<file path="config.mk">
export PLATFORM = sky130hd
export DESIGN_NAME = midi_tx_sequencer
export DESIGN_NICKNAME = d
export VERILOG_FILES = /design/src/rtl/midi_tx_sequencer.sv
export SDC_FILE = /design/constraint.sdc
export NUM_CORES = 1
export LEC_CHECK = 0
export ABC_AREA = 1
export CAP_MARGIN = 20
export CORE_UTILIZATION = 29
export DETAILED_ROUTE_END_ITERATION = 12
export GPL_TIMING_DRIVEN = 0
export RECOVER_POWER = 50
export SETUP_SLACK_MARGIN = 0.4
export SLEW_MARGIN = 0
export SYNTH_ARGS = -nofsm -noshare
export SYNTH_HDL_FRONTEND = slang
export SYNTH_SLANG_ARGS = --single-unit
</file>
<file path="constraint.sdc">
create_clock -name clk -period 2.9 [get_ports clk]
set_input_delay 0.29 -clock clk [delete_from_list [all_inputs] [get_ports clk]]
set_output_delay 0.29 -clock clk [all_outputs]
set_load 0.02 [all_outputs]
</file>
<file path="src/rtl/midi_tx_sequencer.sv">
// midi_tx_sequencer: queues complete MIDI messages and feeds them byte by byte
// into a uart_tx byte port, with length decode, optional running status and a
// programmable idle gap between bytes.
module midi_tx_sequencer #(
  parameter int DEPTH          = 4,
  parameter int GAP_CYCLES     = 20,
  parameter bit RUNNING_STATUS = 1'b0
) (
  input  logic                   clk,
  input  logic                   reset_n,
  input  logic                   msg_valid,
  output logic                   msg_ready,
  input  logic [7:0]             msg_status,
  input  logic [6:0]             msg_data1,
  input  logic [6:0]             msg_data2,
  output logic                   tx_valid,
  input  logic                   tx_ready,
  output logic [7:0]             tx_d_in,
  output logic                   busy,
  output logic                   err,
  output logic [$clog2(DEPTH):0] fifo_level
);

  localparam int AW = $clog2(DEPTH);
  localparam int LW = AW + 1;
  localparam int GW = (GAP_CYCLES > 1) ? $clog2(GAP_CYCLES) : 1;

  typedef struct packed {
    logic [7:0] status;
    logic [6:0] data1;
    logic [6:0] data2;
  } msg_t;

  typedef enum logic [2:0] {S_IDLE, S_ISSUE, S_HOLD, S_WAIT, S_GAP} state_e;

  // Message FIFO
  msg_t          mem_q [DEPTH];
  logic [AW-1:0] wr_ptr_q, rd_ptr_q;
  logic [LW-1:0] count_q;
  logic          err_q;
  logic          full, empty, push_acc, push, pop;
  msg_t          head;

  // Serialiser state
  state_e        state_q, state_d;
  msg_t          cur_q, cur_d;
  logic [1:0]    len_q, len_d;
  logic [1:0]    idx_q, idx_d;
  logic [GW-1:0] gap_q, gap_d;
  logic          tx_valid_q, tx_valid_d;
  logic [7:0]    tx_d_q, tx_d_d;
  logic [7:0]    rs_q, rs_d;
  logic          rs_valid_q, rs_valid_d;

  logic [7:0]    cur_byte;
  logic          skip_status, more_bytes, gap_last;
  state_e        step_state;
  logic [1:0]    step_idx;

  // Message length implied by the status byte's high nibble.
  function automatic logic [1:0] msg_len(input logic [7:0] status);
    case (status[7:4])
      4'hC, 4'hD: msg_len = 2'd2;
      4'hF:       msg_len = 2'd1;
      default:    msg_len = 2'd3;
    endcase
  endfunction

  assign full     = (count_q == LW'(DEPTH));
  assign empty    = (count_q == '0);
  assign push_acc = msg_valid & ~full;
  assign push     = push_acc & msg_status[7];
  assign head     = mem_q[rd_ptr_q];

  // Write accepted, well-formed messages into the storage array.
  // NOTE: the storage array has no reset; count_q alone says which entries are valid.
  always_ff @(posedge clk) begin
    if (push) mem_q[wr_ptr_q] <= {msg_status, msg_data1, msg_data2};
  end

  // FIFO pointers, occupancy and the one-cycle reject strobe.
  // NOTE: sequential state uses <= so every register samples pre-edge values.
  always_ff @(posedge clk or negedge reset_n) begin
    if (!reset_n) begin
      wr_ptr_q <= '0;
      rd_ptr_q <= '0;
      count_q  <= '0;
      err_q    <= 1'b0;
    end else begin
      err_q <= push_acc & ~msg_status[7];
      if (push) wr_ptr_q <= wr_ptr_q + AW'(1);
      if (pop)  rd_ptr_q <= rd_ptr_q + AW'(1);
      case ({push, pop})
        2'b10:   count_q <= count_q + LW'(1);
        2'b01:   count_q <= count_q - LW'(1);
        default: ;
      endcase
    end
  end

  // Select the byte addressed by idx_q; data bytes have bit7 cleared.
  always_comb begin
    case (idx_q)
      2'd0:    cur_byte = cur_q.status;
      2'd1:    cur_byte = {1'b0, cur_q.data1};
      default: cur_byte = {1'b0, cur_q.data2};
    endcase
  end

  // Running status: channel status equal to the last one sent is dropped.
  assign skip_status = RUNNING_STATUS && rs_valid_q &&
                       (head.status[7:4] != 4'hF) && (head.status == rs_q);
  assign more_bytes  = (idx_q + 2'd1) < len_q;
  assign step_state  = more_bytes ? S_ISSUE : S_IDLE;
  assign step_idx    = more_bytes ? idx_q + 2'd1 : idx_q;
  assign gap_last    = (int'(gap_q) == GAP_CYCLES - 1);

  // Serialiser next-state and datapath.
  // NOTE: every _d takes its _q value first so no path can infer a latch.
  always_comb begin
    state_d    = state_q;
    cur_d      = cur_q;
    len_d      = len_q;
    idx_d      = idx_q;
    gap_d      = gap_q;
    tx_valid_d = 1'b0;
    tx_d_d     = tx_d_q;
    rs_d       = rs_q;
    rs_valid_d = rs_valid_q;
    pop        = 1'b0;
    case (state_q)
      S_IDLE: begin
        if (!empty) begin
          pop     = 1'b1;
          cur_d   = head;
          len_d   = msg_len(head.status);
          idx_d   = skip_status ? 2'd1 : 2'd0;
          state_d = S_ISSUE;
        end
      end
      S_ISSUE: begin
        if (tx_ready) begin
          tx_valid_d = 1'b1;
          tx_d_d     = cur_byte;
          state_d    = S_HOLD;
          if (idx_q == 2'd0) begin
            if (cur_q.status[7:4] != 4'hF) begin
              rs_d       = cur_q.status;
              rs_valid_d = 1'b1;
            end else if (!cur_q.status[3]) begin
              rs_valid_d = 1'b0;  // system common F0-F7 cancels running status
            end
          end
        end
      end
      S_HOLD: state_d = S_WAIT;  // uart_tx needs a cycle to drop tx_ready
      S_WAIT: begin
        if (tx_ready) begin
          if (GAP_CYCLES == 0) begin
            state_d = step_state;
            idx_d   = step_idx;
          end else begin
            state_d = S_GAP;
            gap_d   = '0;
          end
        end
      end
      S_GAP: begin
        if (gap_last) begin
          state_d = step_state;
          idx_d   = step_idx;
        end else begin
          gap_d = gap_q + GW'(1);
        end
      end
      default: state_d = S_IDLE;
    endcase
  end

  // Serialiser registers.
  always_ff @(posedge clk or negedge reset_n) begin
    if (!reset_n) begin
      state_q    <= S_IDLE;
      cur_q      <= '0;
      len_q      <= '0;
      idx_q      <= '0;
      gap_q      <= '0;
      tx_valid_q <= 1'b0;
      tx_d_q     <= 8'h00;
      rs_q       <= 8'h00;
      rs_valid_q <= 1'b0;
    end else begin
      state_q    <= state_d;
      cur_q      <= cur_d;
      len_q      <= len_d;
      idx_q      <= idx_d;
      gap_q      <= gap_d;
      tx_valid_q <= tx_valid_d;
      tx_d_q     <= tx_d_d;
      rs_q       <= rs_d;
      rs_valid_q <= rs_valid_d;
    end
  end

  assign msg_ready  = ~full;
  assign tx_valid   = tx_valid_q;
  assign tx_d_in    = tx_d_q;
  assign busy       = (state_q != S_IDLE) | ~empty;
  assign err        = err_q;
  assign fifo_level = count_q;

endmodule

</file>
==> results_dict.tcl <==
set metrics [dict create \
    clockBufferDepth 2 \
    cts_made_buffers 17 \
    core.rowCount 51 \
    dr.pass1.iters 4 \
    netlist_area_um2 5720 \
    clkLatencyLatePin_ns 0.42 \
    clkPwrFrac 0.291 \
    syn_area_per_cell_um2 11.3 \
    crit_path_cell_trace "nor2_1 -> nand2_1 -> inv_1 -> nand2_1 -> clkdlybuf4s50_1" \
    viasPerCell 4.46 \
    hold_viol_final 0 \
    rsz0062_at_grt "false" \
    wl_per_cell_um 14.3 \
    max_stage_delay_ns 0.58 \
    seq_power_share 0.372 \
    crit_type "reg -> out" \
    drive_gt1_frac 0.120 \
    status "finished, final reports clean" \
    crit_path_start_kind "flop" \
    combPwrFrac 0.338 \
    nets 606 \
    dp_hpwl_um 8390 \
    vias 3779 \
    core_area_um2 19400 \
    htreeDepth 4 \
    syn2layout_area_growth_pct 24.3 \
    worst-path-buf-inv 2 \
    cts_root_buffer "clkbuf_16" \
    post-route-drc-count 0 \
    startpoint "state_q[1]" \
    fmax_mhz 418 \
    async_flop_share 0.367 \
    arrival_ns 2.10 \
    diodes 0 \
    synth_top_cell_by_area "edfxtp_1" \
    fp.dieArea_um2 20300 \
    slowest_stage "clkdlybuf4s50_1" \
    cp_common_cell "nand2_1" \
    setup_viol 0 \
    ys_ff_latch 139 \
    yosysWarnings 0 \
    ant_nets 0 \
    synth_top_cell_area_share 0.462 \
    die_h_um 142 \
    ir_worst_vdd_mv 0.424 \
    stdcell_count 848 \
    r2r_start "state_q[1]" \
    antenna_found_initial 0 \
    fin_crit_ns 2.39 \
    dominantRegCellSynth "edfxtp_1" \
    synth_cell_type_count 31 \
    pin_count 41 \
    dieWidth_um 142 \
    grt_pass1_vias 3748 \
    crit_required_ns 2.61 \
    initial_core_util 0.295 \
    cts_tree "built" \
    drv_cap 0 \
    yosys-top-cells-area "edfxtp_1, dfrtp_1, nand2_1, o21ai_0, nor2_1" \
    synth_edf_count 88 \
    fin_util 0.367 \
    relSlewSlack 0.328 \
    maxSlewViolCount 0 \
    crit_path_end_kind "output pin" \
    worst_slack_ns 0.510 \
    path_max_fanout 4 \
    ff2ff_path_depth 10 \
    wirelength_um 12200 \
    syn-num-nets 541 \
    fin_crit_sh 0.824 \
    clock-skew-final_ns 0.00843 \
    place_inst 815 \
    worst_pin_slew_ns 1.01 \
    timing.rr.end "fifo_level[2]" \
    switching_share 0.358 \
    first_iter_violations 315 \
    internal_power_w 0.00471 \
    grt_max_degree 42 \
    grt_pass1_wl_um 19400 \
    synthCells 505 \
    globalplace.congestion 0.734 \
    power_density_nw_per_um2 1030 \
    overflow 0 \
    grt_usage 0.130 \
    leakage_nw 2.83 \
    worst-r2r-setup-slack_ns 0.53 \
    cts.sinks 139 \
    switching_power_w 0.00263 \
    clk_pin_slew_ns 0.06 \
    path_delay_family "buffers and inverters" \
    cts_setup_buffers 0 \
    place_ws_ns 0.559 \
    portBuffers 40 \
    ys_seq_area_frac 0.685 \
    worstHoldPathType "in -> async" \
]
cell type report:
class                           count  area, um2
Inverter                           56        213
Fill cell                        1902      12300
Tap cell                          265        332
Timing Repair Buffer               46        494
Sequential cell                   139       3920
Buffer                             17        109
Clock buffer                       17        425
Clock inverter                     15        165
Multi-Input combinational cell    293       1460
worst max path at each step:
stage	end	cells past startpoint
floorplan	mem_q[0][0]	4
global route	fifo_level[2]	10
CTS	busy	5
detailed placement	mem_q[3][9]	4
finish	busy	5
global placement	mem_q[0][9]	3
cells in the mapped netlist, types with 2 or more instances:
library cell	number
nand4_1	2
nor2_2	2
buf_4	5
edfxtp_1	88
ha_1	9
a21oi_1	5
nand2_2	2
buf_6	2
o21ai_0	58
dfrtp_1	51
xor2_1	4
nand3_1	22
inv_2	7
nand2_4	2
o22ai_1	24
nor2_4	2
buf_2	8
nand2_1	83
o21ai_1	11
nand3_2	2
inv_1	48
nor2_1	59
registers in the layout, indices dropped and copies added, names as in the netlist, 3 cells and up:
register	flops
gap_q	5
state_q	3
mem_q	88
cur_q	22
tx_d_in	8
fifo_level	3
through the flow:
stage | instance area (um2) | total power [W] | hold WS (ns) | setup TNS (ns)
floorplan | 5720 | 0.00439 | -0.00559 | 0
global placement | 6460 | 0.00517 | 0.476 | -30.37
detailed placement | 6570 | 0.00530 | 0.184 | 0
CTS | 7170 | 0.00745 | 0.285 | 0
global route | 7120 | 0.00779 | 0.441 | 0
finish | 7120 | 0.00734 | 0.398 | 0
power groups by stage:
stage | clock network [W] | registers, W | logic, W
6_report | 0.00213 | 0.00273 | 0.00248
5_1_grt | 0.00225 | 0.00277 | 0.00277
4_1_cts | 0.00217 | 0.00274 | 0.00254
3_5_place_dp | 0 | 0.00277 | 0.00252
3_3_place_gp | 0 | 0.00277 | 0.00240
2_1_floorplan | 0 | 0.00283 | 0.00156
logic make-up (layout without fill, tap and decap cells):
kind of cell / count (synthesis) / count (layout) / share of synthesized area
AO/OA/AOI/OAI: 100 / 100 / 0.0936
adder cells (fa/ha/maj): 10 / 10 / 0.0232
XOR/XNOR: 5 / 5 / 0.00765
buffers and inverters: 73 / 151 / 0.0562
AND/OR/NAND/NOR: 178 / 178 / 0.135
flip-flops: 139 / 139 / 0.685
cell usage in the layout (no fill, tap or decap), types with 3 or more instances in the layout:
| cell type | count |
|---|---|
| clkinvlp_4 | 3 |
| clkbuf_16 | 17 |
| nor2_1 | 57 |
| dlygate4sd3_1 | 23 |
| nand3_1 | 23 |
| nand2_1 | 85 |
| a21oi_1 | 5 |
| buf_2 | 8 |
| buf_4 | 5 |
| xor2_1 | 4 |
| inv_1 | 49 |
| nor2_2 | 6 |
| o21ai_1 | 11 |
| clkdlybuf4s50_1 | 17 |
| o21ai_0 | 58 |
| edfxtp_1 | 88 |
| o22ai_1 | 24 |
| inv_8 | 3 |
| ha_1 | 9 |
| dfrtp_1 | 51 |
| inv_2 | 6 |
per-layer routing:
layer / GRT usage / vias to the layer above / part of all wire
met4: 0.0645 / 0 / 0.010
met5: 0 / - / 0
li1: - / 1846 / -
met2: 0.207 / 83 / 0.48
met3: 0.0353 / 11 / 0.042
met1: 0.163 / 1839 / 0.47
timing repair:
item	in CTS	in global routing
hold buffers	1	0
gates resized for setup	0	0
endpoints found under the hold margin	10	0
Power figures use the tool's default switching activity.
